--- config.mk ---
export PLATFORM = sky130hd
export DESIGN_NAME = matinv2
export DESIGN_NICKNAME = d
export VERILOG_FILES = /design/src/rtl/matinv2.sv
export SDC_FILE = /design/constraint.sdc
export NUM_CORES = 1
export LEC_CHECK = 0
export ABC_CLOCK_PERIOD_IN_PS = 18950
export CAP_MARGIN = 20
export CORE_UTILIZATION = 52
export CTS_CLUSTER_SIZE = 14
export DETAILED_ROUTE_END_ITERATION = 7
export PLACE_DENSITY_LB_ADDON = 0.1
export REMOVE_ABC_BUFFERS = 1
export SLEW_MARGIN = 15
export SYNTH_ARGS = -nofsm -noshare
export SYNTH_HDL_FRONTEND = slang
export SYNTH_SLANG_ARGS = --single-unit
--- constraint.sdc ---
create_clock -name clk -period 18.95 [get_ports clk]
set_clock_uncertainty 0.15 [all_clocks]
set_input_delay 4.7375 -clock clk [delete_from_list [all_inputs] [get_ports clk]]
set_output_delay 4.7375 -clock clk [all_outputs]
set_load 0.005 [all_outputs]
--- src/rtl/matinv2.sv ---
// matinv2: fixed-point 2x2 inverse via restoring reciprocal and shared multiplier.
// Define MATINV2_ROUND_EN for round-to-nearest reciprocal and round-half-up products.
module matinv2_mul #(
    parameter int DW = 16,
    parameter int BP = 8
) (
    input  logic [DW-1:0] x,
    input  logic [DW-1:0] y,
    output logic [DW-1:0] p
);
    localparam logic signed [2*DW-1:0] RND =
        (BP > 0) ? ((2*DW)'(1) << (BP - 1)) : '0;

    logic signed [2*DW-1:0] prod;
    logic signed [2*DW-1:0] sh;

    always_comb begin
        prod = $signed(x) * $signed(y);
`ifdef MATINV2_ROUND_EN
        prod = prod + RND;
`endif
        sh = prod >>> BP;
        p  = sh[DW-1:0];
    end
endmodule

module matinv2 #(
    parameter int DATA_WIDTH  = 16,
    parameter int BIN_POS     = 8,
    parameter int MATRIX_SIZE = 2
) (
    input  logic                    clk,
    input  logic                    rst,
    input  logic                    start,
    input  logic [DATA_WIDTH*4-1:0] a,
    input  logic [DATA_WIDTH-1:0]   det,
    output logic                    busy,
    output logic                    complete,
    output logic                    singular,
    output logic [DATA_WIDTH*4-1:0] inv
);
    localparam int DW = DATA_WIDTH;
    localparam int CW = $clog2(DW);
    localparam logic [2*DW-1:0] NUM  = (2*DW)'(1) << (2 * BIN_POS);
    localparam logic [DW-1:0]   NUM_HI = NUM[2*DW-1:DW];
    localparam logic [DW-1:0]   NUM_LO = NUM[DW-1:0];
    localparam logic [DW-1:0]   QMAX = {1'b0, {(DW-1){1'b1}}};

    if (MATRIX_SIZE != 2) begin : g_size_chk
        $error("matinv2 supports MATRIX_SIZE == 2 only");
    end

    typedef enum logic [2:0] {
        S_IDLE,
        S_LOAD,
        S_DIV,
        S_MUL,
        S_DONE
    } state_t;

    state_t            state_q;
    logic [DW*4-1:0]   a_q;
    logic [DW-1:0]     det_q;
    logic [DW-1:0]     dmag_q;
    logic              neg_q;
    logic              ovf_q;
    logic [DW-1:0]     rem_q;
    logic [DW-1:0]     dvd_q;
    logic [DW-1:0]     quo_q;
    logic [CW-1:0]     cnt_q;
    logic [DW-1:0]     r_q;
    logic [1:0]        idx_q;

    logic [DW:0]       trial;
    logic              ge;
    logic [DW:0]       rem_nx;
    logic [DW:0]       q_ext;
    logic              sat;
    logic [DW-1:0]     qmag;
    logic [DW-1:0]     r_fin;
    logic [DW-1:0]     dmag_d;
    logic [DW-1:0]     mx;
    logic [DW-1:0]     mp;

    // One quotient bit per cycle; remainder stays below |det| unless overflowed.
    always_comb begin
        trial  = {rem_q, dvd_q[DW-1]};
        ge     = trial >= {1'b0, dmag_q};
        rem_nx = ge ? (trial - {1'b0, dmag_q}) : trial;
        q_ext  = {1'b0, quo_q[DW-2:0], ge};
`ifdef MATINV2_ROUND_EN
        if ({rem_nx, 1'b0} >= {2'b00, dmag_q}) begin
            q_ext = q_ext + (DW+1)'(1);
        end
`endif
        sat   = ovf_q || (q_ext > {1'b0, QMAX});
        qmag  = sat ? QMAX : q_ext[DW-1:0];
        r_fin = neg_q ? (-qmag) : qmag;
    end

    always_comb begin
        dmag_d = det_q[DW-1] ? (-det_q) : det_q;
        case (idx_q)
            2'd0:    mx = a_q[3*DW +: DW];
            2'd1:    mx = -a_q[1*DW +: DW];
            2'd2:    mx = -a_q[2*DW +: DW];
            default: mx = a_q[0 +: DW];
        endcase
    end

    matinv2_mul #(
        .DW(DW),
        .BP(BIN_POS)
    ) u_mul (
        .x(mx),
        .y(r_q),
        .p(mp)
    );

    always_ff @(posedge clk or negedge rst) begin
        if (!rst) begin
            state_q  <= S_IDLE;
            a_q      <= '0;
            det_q    <= '0;
            dmag_q   <= '0;
            neg_q    <= 1'b0;
            ovf_q    <= 1'b0;
            rem_q    <= '0;
            dvd_q    <= '0;
            quo_q    <= '0;
            cnt_q    <= '0;
            r_q      <= '0;
            idx_q    <= '0;
            busy     <= 1'b0;
            complete <= 1'b0;
            singular <= 1'b0;
            inv      <= '0;
        end else begin
            case (state_q)
                S_IDLE: begin
                    if (start) begin
                        a_q      <= a;
                        det_q    <= det;
                        complete <= 1'b0;
                        singular <= 1'b0;
                        busy     <= 1'b1;
                        state_q  <= S_LOAD;
                    end
                end
                S_LOAD: begin
                    if (det_q == '0) begin
                        singular <= 1'b1;
                        inv      <= '0;
                        state_q  <= S_DONE;
                    end else begin
                        neg_q   <= det_q[DW-1];
                        dmag_q  <= dmag_d;
                        ovf_q   <= NUM_HI >= dmag_d;
                        rem_q   <= NUM_HI;
                        dvd_q   <= NUM_LO;
                        quo_q   <= '0;
                        cnt_q   <= '0;
                        state_q <= S_DIV;
                    end
                end
                S_DIV: begin
                    rem_q <= rem_nx[DW-1:0];
                    dvd_q <= {dvd_q[DW-2:0], 1'b0};
                    quo_q <= {quo_q[DW-2:0], ge};
                    cnt_q <= cnt_q + CW'(1);
                    if (cnt_q == CW'(DW - 1)) begin
                        r_q     <= r_fin;
                        idx_q   <= '0;
                        state_q <= S_MUL;
                    end
                end
                S_MUL: begin
                    inv[int'(idx_q)*DW +: DW] <= mp;
                    idx_q <= idx_q + 2'd1;
                    if (idx_q == 2'd3) begin
                        state_q <= S_DONE;
                    end
                end
                S_DONE: begin
                    complete <= 1'b1;
                    busy     <= 1'b0;
                    state_q  <= S_IDLE;
                end
                default: state_q <= S_IDLE;
            endcase
        end
    end
endmodule

## Yosys cells after proc, flatten, opt, wreduce, memory -nomap -nowiden

Index checks and enable logic that the tools add are counted.

| storage, ports and cells | value |
|---|---|
| bits in registers | 237 |
| input port bits | 83 |
| output and inout port bits | 67 |
| logic and storage cells | 90 |

| operators by class | value |
|---|---|
| add/sub/neg operators | 8 |
| multipliers | 1 |
| magnitude comparators | 3 |
| equal/unequal tests | 13 |
| shifts and indexed selects | 2 |
| multiplexer cells | 28 |
| bitwise operators | 1 |
| reductions and logical operators | 18 |

Operators by type and width:

| kind | number |
|---|---|
| 64-bit case mux with 2 select lines | 1 |
| 16-bit two-way mux | 6 |
| 64-bit bitwise mux | 1 |
| 64-bit two-way mux | 1 |
| 16-bit negation | 4 |
| 16-bit case mux with 2 select lines | 2 |
| 16-bit by 33-bit variable shift with 64-bit output (first input constant) | 1 |
| 16-bit by 33-bit indexed part select with 64-bit output | 1 |
| 16-bit case mux with 3 select lines | 1 |
| 6-bit negation with 33-bit output | 1 |
| 15-bit case mux with 2 select lines | 1 |
| 16-bit by 16-bit multiplier with 24-bit output | 1 |
| 17-bit by 16-bit greater-or-equal comparator with 1-bit output | 1 |
| 1-bit by 16-bit greater-or-equal comparator with 1-bit output (first input constant) | 1 |
| 16-bit by 15-bit greater-than comparator with 1-bit output (second input constant) | 1 |
| 16-bit zero test | 1 |
| 16-bit subtractor | 1 |
| 2-bit AND reduction | 7 |
| 3-bit two-way mux | 4 |
| 3-bit case mux with 4 select lines | 1 |
| 2-bit inequality test (second input constant) | 5 |
| 2-bit nonzero test | 5 |
| 4-bit case mux with 2 select lines | 1 |
| 3-bit by 2-bit == test with 1-bit output (second input constant) | 2 |
| 17 further kinds | 23 |

## Depth between registers and ports, before layout

| depth | value |
|---|---|
| depth in word-level cells | 6 |
| gate-level depth with buffers | 34 |

## Modules after synthesis

From an unflattened synthesis, not the netlist that was laid out.

| second synthesis, totals | value |
|---|---|
| cells, all modules | 1881 |
| area total of the unflattened synthesis | 18365.1 µm² |

Modules (own cells, without submodules):

| module | instances | cells an instance | area each (µm²) | sequential area each (µm²) |
|---|---|---|---|---|
| matinv2 | 1 | 1035 | 10960.5 | 5530.3 |
| matinv2_mul | 1 | 846 | 7404.6 | 0.0 |

## Least setup slack after synthesis

No wires, ideal clock.

| timing | value |
|---|---|
| kind | reg2reg |
| start | register a_q[32] |
| end | register inv[15] |
| setup time | 0.121 ns |
| data arrival time | 7.446 ns |
| required time | 18.679 ns |
| setup slack | 11.233 ns |
| cell stages (with the launch flop) | 32 |
| buffers on the path | 1 |
| cells stage by stage | dfrtp_1 inv_1 ha_1 nor4b_1 nand3_1 xor2_1 a222oi_1 mux2i_1 clkbuf_1 and2_1 fa_1 inv_1 fa_1 fa_1 inv_1 fa_1 fa_1 inv_1 fa_1 inv_1 ha_1 o21a_1 o21ai_0 a31o_2 a31o_2 a21oi_1 nand3_1 a21oi_1 a21oi_1 xnor2_2 xnor2_2 a22o_1 |

| on the way | value |
|---|---|
| cells in the longest elaborated chain, start to end | 6 |

RTL lines:

| what | RTL line | source |
|---|---|---|
| start, declared | 62 | `logic [DW*4-1:0] a_q;` |
| start signal, assigned | 123 | `a_q <= '0;` |
| start signal, assigned | 142 | `a_q <= a;` |
| 16-bit negation | 106 | `2'd2: mx = -a_q[2*DW +: DW];` |
| 16-bit case mux with 3 select lines | 103 | `case (idx_q)` |
| 16-bit by 16-bit multiplier with 24-bit output | 18 | `prod = $signed(x) * $signed(y);` |
| 16-bit by 33-bit indexed part select with 64-bit output | 178 | `inv[int'(idx_q)*DW +: DW] <= mp;` |
| 64-bit bitwise mux | 178 |  |
| 64-bit case mux with 2 select lines | 139 | `case (state_q)` |
| end signal, assigned by index | 178 |  |
| end, declared | 40 | `output logic [DATA_WIDTH*4-1:0] inv` |

No other way between the ends.
A chain may end at the register's enable or synchronous reset.

## Worst setup path after layout

| timing | value |
|---|---|
| start | register a_q[32] |
| end | register inv[12] |

The elaborated chain is that of the path after synthesis.

==> metrics <==
Reg clk slew, reported paths 0.06 ns; synth unique cells 76; clk buf depth 3; worst skew pair latency 0.53 ns; Clock Tree Root clkbuf_16; Final Max Tran Viols 0; Max Freq 0.118 GHz; Post-DRT Antenna Nets 0; HP Class flop to flop; Synth Cell Area 18,400 sq um; CTS tree built; top_reg_cell synth dfrtp_1; Post-CTS Resized 0; IO Port Bufs around 150; min Tclk post-route 8.51 ns; Post-Route Setup TNS 0 ns; Mapped Avg Cell Area 9.47 sq um; status completed; Placed Instance Area 20,400 sq um; largest net degree at the start of global routing 138; worst reg2reg path startpoint a_q[32]$_DFFE_PN0P_; Hold Path Sink cnt_q[3]$_DFFE_PN0P_; vias per cell 5.46; Die X 190 microns; Max stage delay on crit path 0.81 ns; routed len/inst 17.3 microns; Post-synth EDFFs 0; hold-critical path depth 1; unrepaired setup endpoints after global routing false; Max-slew headroom 25.1%; setup bufs post-CTS 0; total number of vias 13.8k; gr ovfl total 0; H-tree levels 1; Die Footprint approximately 36,000 sq um; TritonCTS Sinks around 220; hpwl dp 32.9 mm; antenna fix cells 0; required time worst endpoint a little under 20 ns; fillers 3,006; WS Path Type flop to flop; Final Hold Vio Count 0; hold slack about 0.34 ns; MaxCap Viol Count 0; Routed WL 43.7 mm; DRC viols 0; Area Growth Syn to Fin 14.9%; total CTS buffers 25; wire length of the first global-routing pass 73.3 mm; ys async rst share 100%; post-route cell area 21,200 sq um; FF-to-FF End inv[12]$_DFFE_PN0P_; gr usage total 25.3%; CP Launch Type flop; FF-to-FF path depth 31; Starting Density between 50% and 60%; HP Start cnt_q[3]$_DFFE_PN0P_; crit path DAT between 8 and 9 ns; Hold-fix buffers, CTS 0; drt first pass iters 6; post-synthesis sequential area ratio between 20 and 30%; # rows ~70; Top-Level Pins 150; vias in the first global route between 10k and 15k; Worst setup EP type flop; share of layout cells above drive strength 1 between 7 and 8%; Multi-input gate area 11,400 sq um; Slowest-stage cell, CP nor4b_1; Post-Synthesis Cells 1,947; Final period util approximately 45%; Sequential Area between 5000 and 6000 sq um; number of DRC markers in iteration 0 856; Worst Path Max Fanout 16; Synth warnings 0; Most common cell on crit path fa_1; fin nets 2,427; final setup margin 10.44 ns; final number of setup-violating endpoints 0; Placer Congestion 0.868; initial antenna violation count 0; worst slack at placement 10.46 ns; actual slew at the worst max-slew pin about 1.1 ns; Die Ht ~190 microns; Core Area between 30,000 and 40,000 sq um; Worst R2R Setup Slack roughly 10 ns; Seq cells post-synth around 220
## worst max path at each step
stage / startpoint / end
3_3_place_gp: a_q[32]$_DFFE_PN0P_ / inv[12]$_DFFE_PN0P_
5_1_grt: a_q[32]$_DFFE_PN0P_ / inv[15]$_DFFE_PN0P_
6_report: a_q[32]$_DFFE_PN0P_ / inv[12]$_DFFE_PN0P_
4_1_cts: a_q[32]$_DFFE_PN0P_ / inv[15]$_DFFE_PN0P_
2_1_floorplan: start / a_q[12]$_DFFE_PN0P_
3_5_place_dp: a_q[32]$_DFFE_PN0P_ / inv[15]$_DFFE_PN0P_
## worst max-delay path, delay by kind of cell (launching register included)
kind            cells  cell delay (ns)
compound gates      8             1.55
xor+xnor            2             0.55
fa+ha+maj           8             3.57
buf+inv             6             0.50
flops               1             0.41
mux                 1             0.13
simple gates        6             1.58
## cells in the mapped netlist, types with 5 or more instances
cell	count	area, sq um
inv_1	313	1170
nor3_1	23	115
a22o_1	56	490
a31oi_1	6	37.5
and2_1	111	694
a21oi_1	57	285
nand4_1	8	50.1
a222oi_1	14	140
o21ai_0	116	581
o31ai_1	7	52.6
nand3_1	15	75.1
o21a_1	9	67.6
dfrtp_1	221	5530
mux2_2	62	698
ha_1	97	1210
xor2_1	29	254
xnor2_1	52	455
nand2b_1	16	100
nand2_1	249	935
nor2b_1	7	43.8
buf_1	5	18.8
nor2_1	76	285
clkbuf_1	82	308
fa_1	187	3740
or3_1	11	68.8
a21o_1	9	67.6
nor4_1	7	43.8
mux2i_1	17	170
a211oi_1	5	37.5
## metal layers
| metal | routed length (microns) | GRT usage [%] |
|---|---|---|
| met4 | 1110 | 7.26 |
| met1 | 19700 | 34.5 |
| met2 | 21300 | 43.2 |
| met5 | 0 | 0 |
| met3 | 1600 | 2.30 |
## cell families after synthesis
family,Yosys count,synth area share [%]
AOI/OAI and AO/OA,318,11.4
and+or+nand+nor,555,14.6
DFF,221,30.0
buffers and inverters,405,8.27
muxes,80,4.78
adders and majority gates,284,26.9
xor gates and xnor gates,84,4.11
## metrics by stage
stage / std cells / util (%)
6_report: 2533 / 61.0
3_3_place_gp: 2487 / 58.7
4_1_cts: 2532 / 61.0
2_1_floorplan: 1856 / -
5_1_grt: 2533 / 61.0
3_5_place_dp: 2487 / 58.7
## flip-flops by register name, indices dropped and copies added, names as in the netlist, 2 cells and up
signal	count
a_q	64
cnt_q	4
det_q	16
dmag_q	16
idx_q	2
inv	64
quo_q	15
r_q	16
rem_q	16
state_q	3
## cell type report
| cell class | instances | area share, % |
|---|---|---|
| clock buffers | 35 | 3.22 |
| clock inverters | 10 | 0.502 |
| inverters | 314 | 5.56 |
| multi-input cells | 1321 | 53.8 |
| flip-flops and latches | 221 | 26.1 |
| well taps | 455 | 2.69 |
| repair buffers | 177 | 8.15 |
## layout by cell type, fill, tap and decap left out, types with 11 or more instances in the layout
| cell | count |
|---|---|
| clkbuf_16 | 25 |
| nor2_1 | 75 |
| nand2b_1 | 16 |
| inv_1 | 313 |
| a222oi_1 | 14 |
| nand2_1 | 249 |
| mux2i_1 | 16 |
| o21ai_0 | 116 |
| nand3_1 | 15 |
| or3_1 | 11 |
| xnor2_1 | 52 |
| ha_1 | 97 |
| mux2_2 | 62 |
| fa_1 | 187 |
| nor3_1 | 23 |
| a21oi_1 | 56 |
| a22o_1 | 56 |
| clkdlybuf4s50_1 | 148 |
| and2_1 | 111 |
| xor2_1 | 29 |
| buf_4 | 27 |
| dfrtp_1 | 221 |
Power is not shown: default switching activity piles up to over one toggle a cycle in this logic, so the estimate is an artifact.
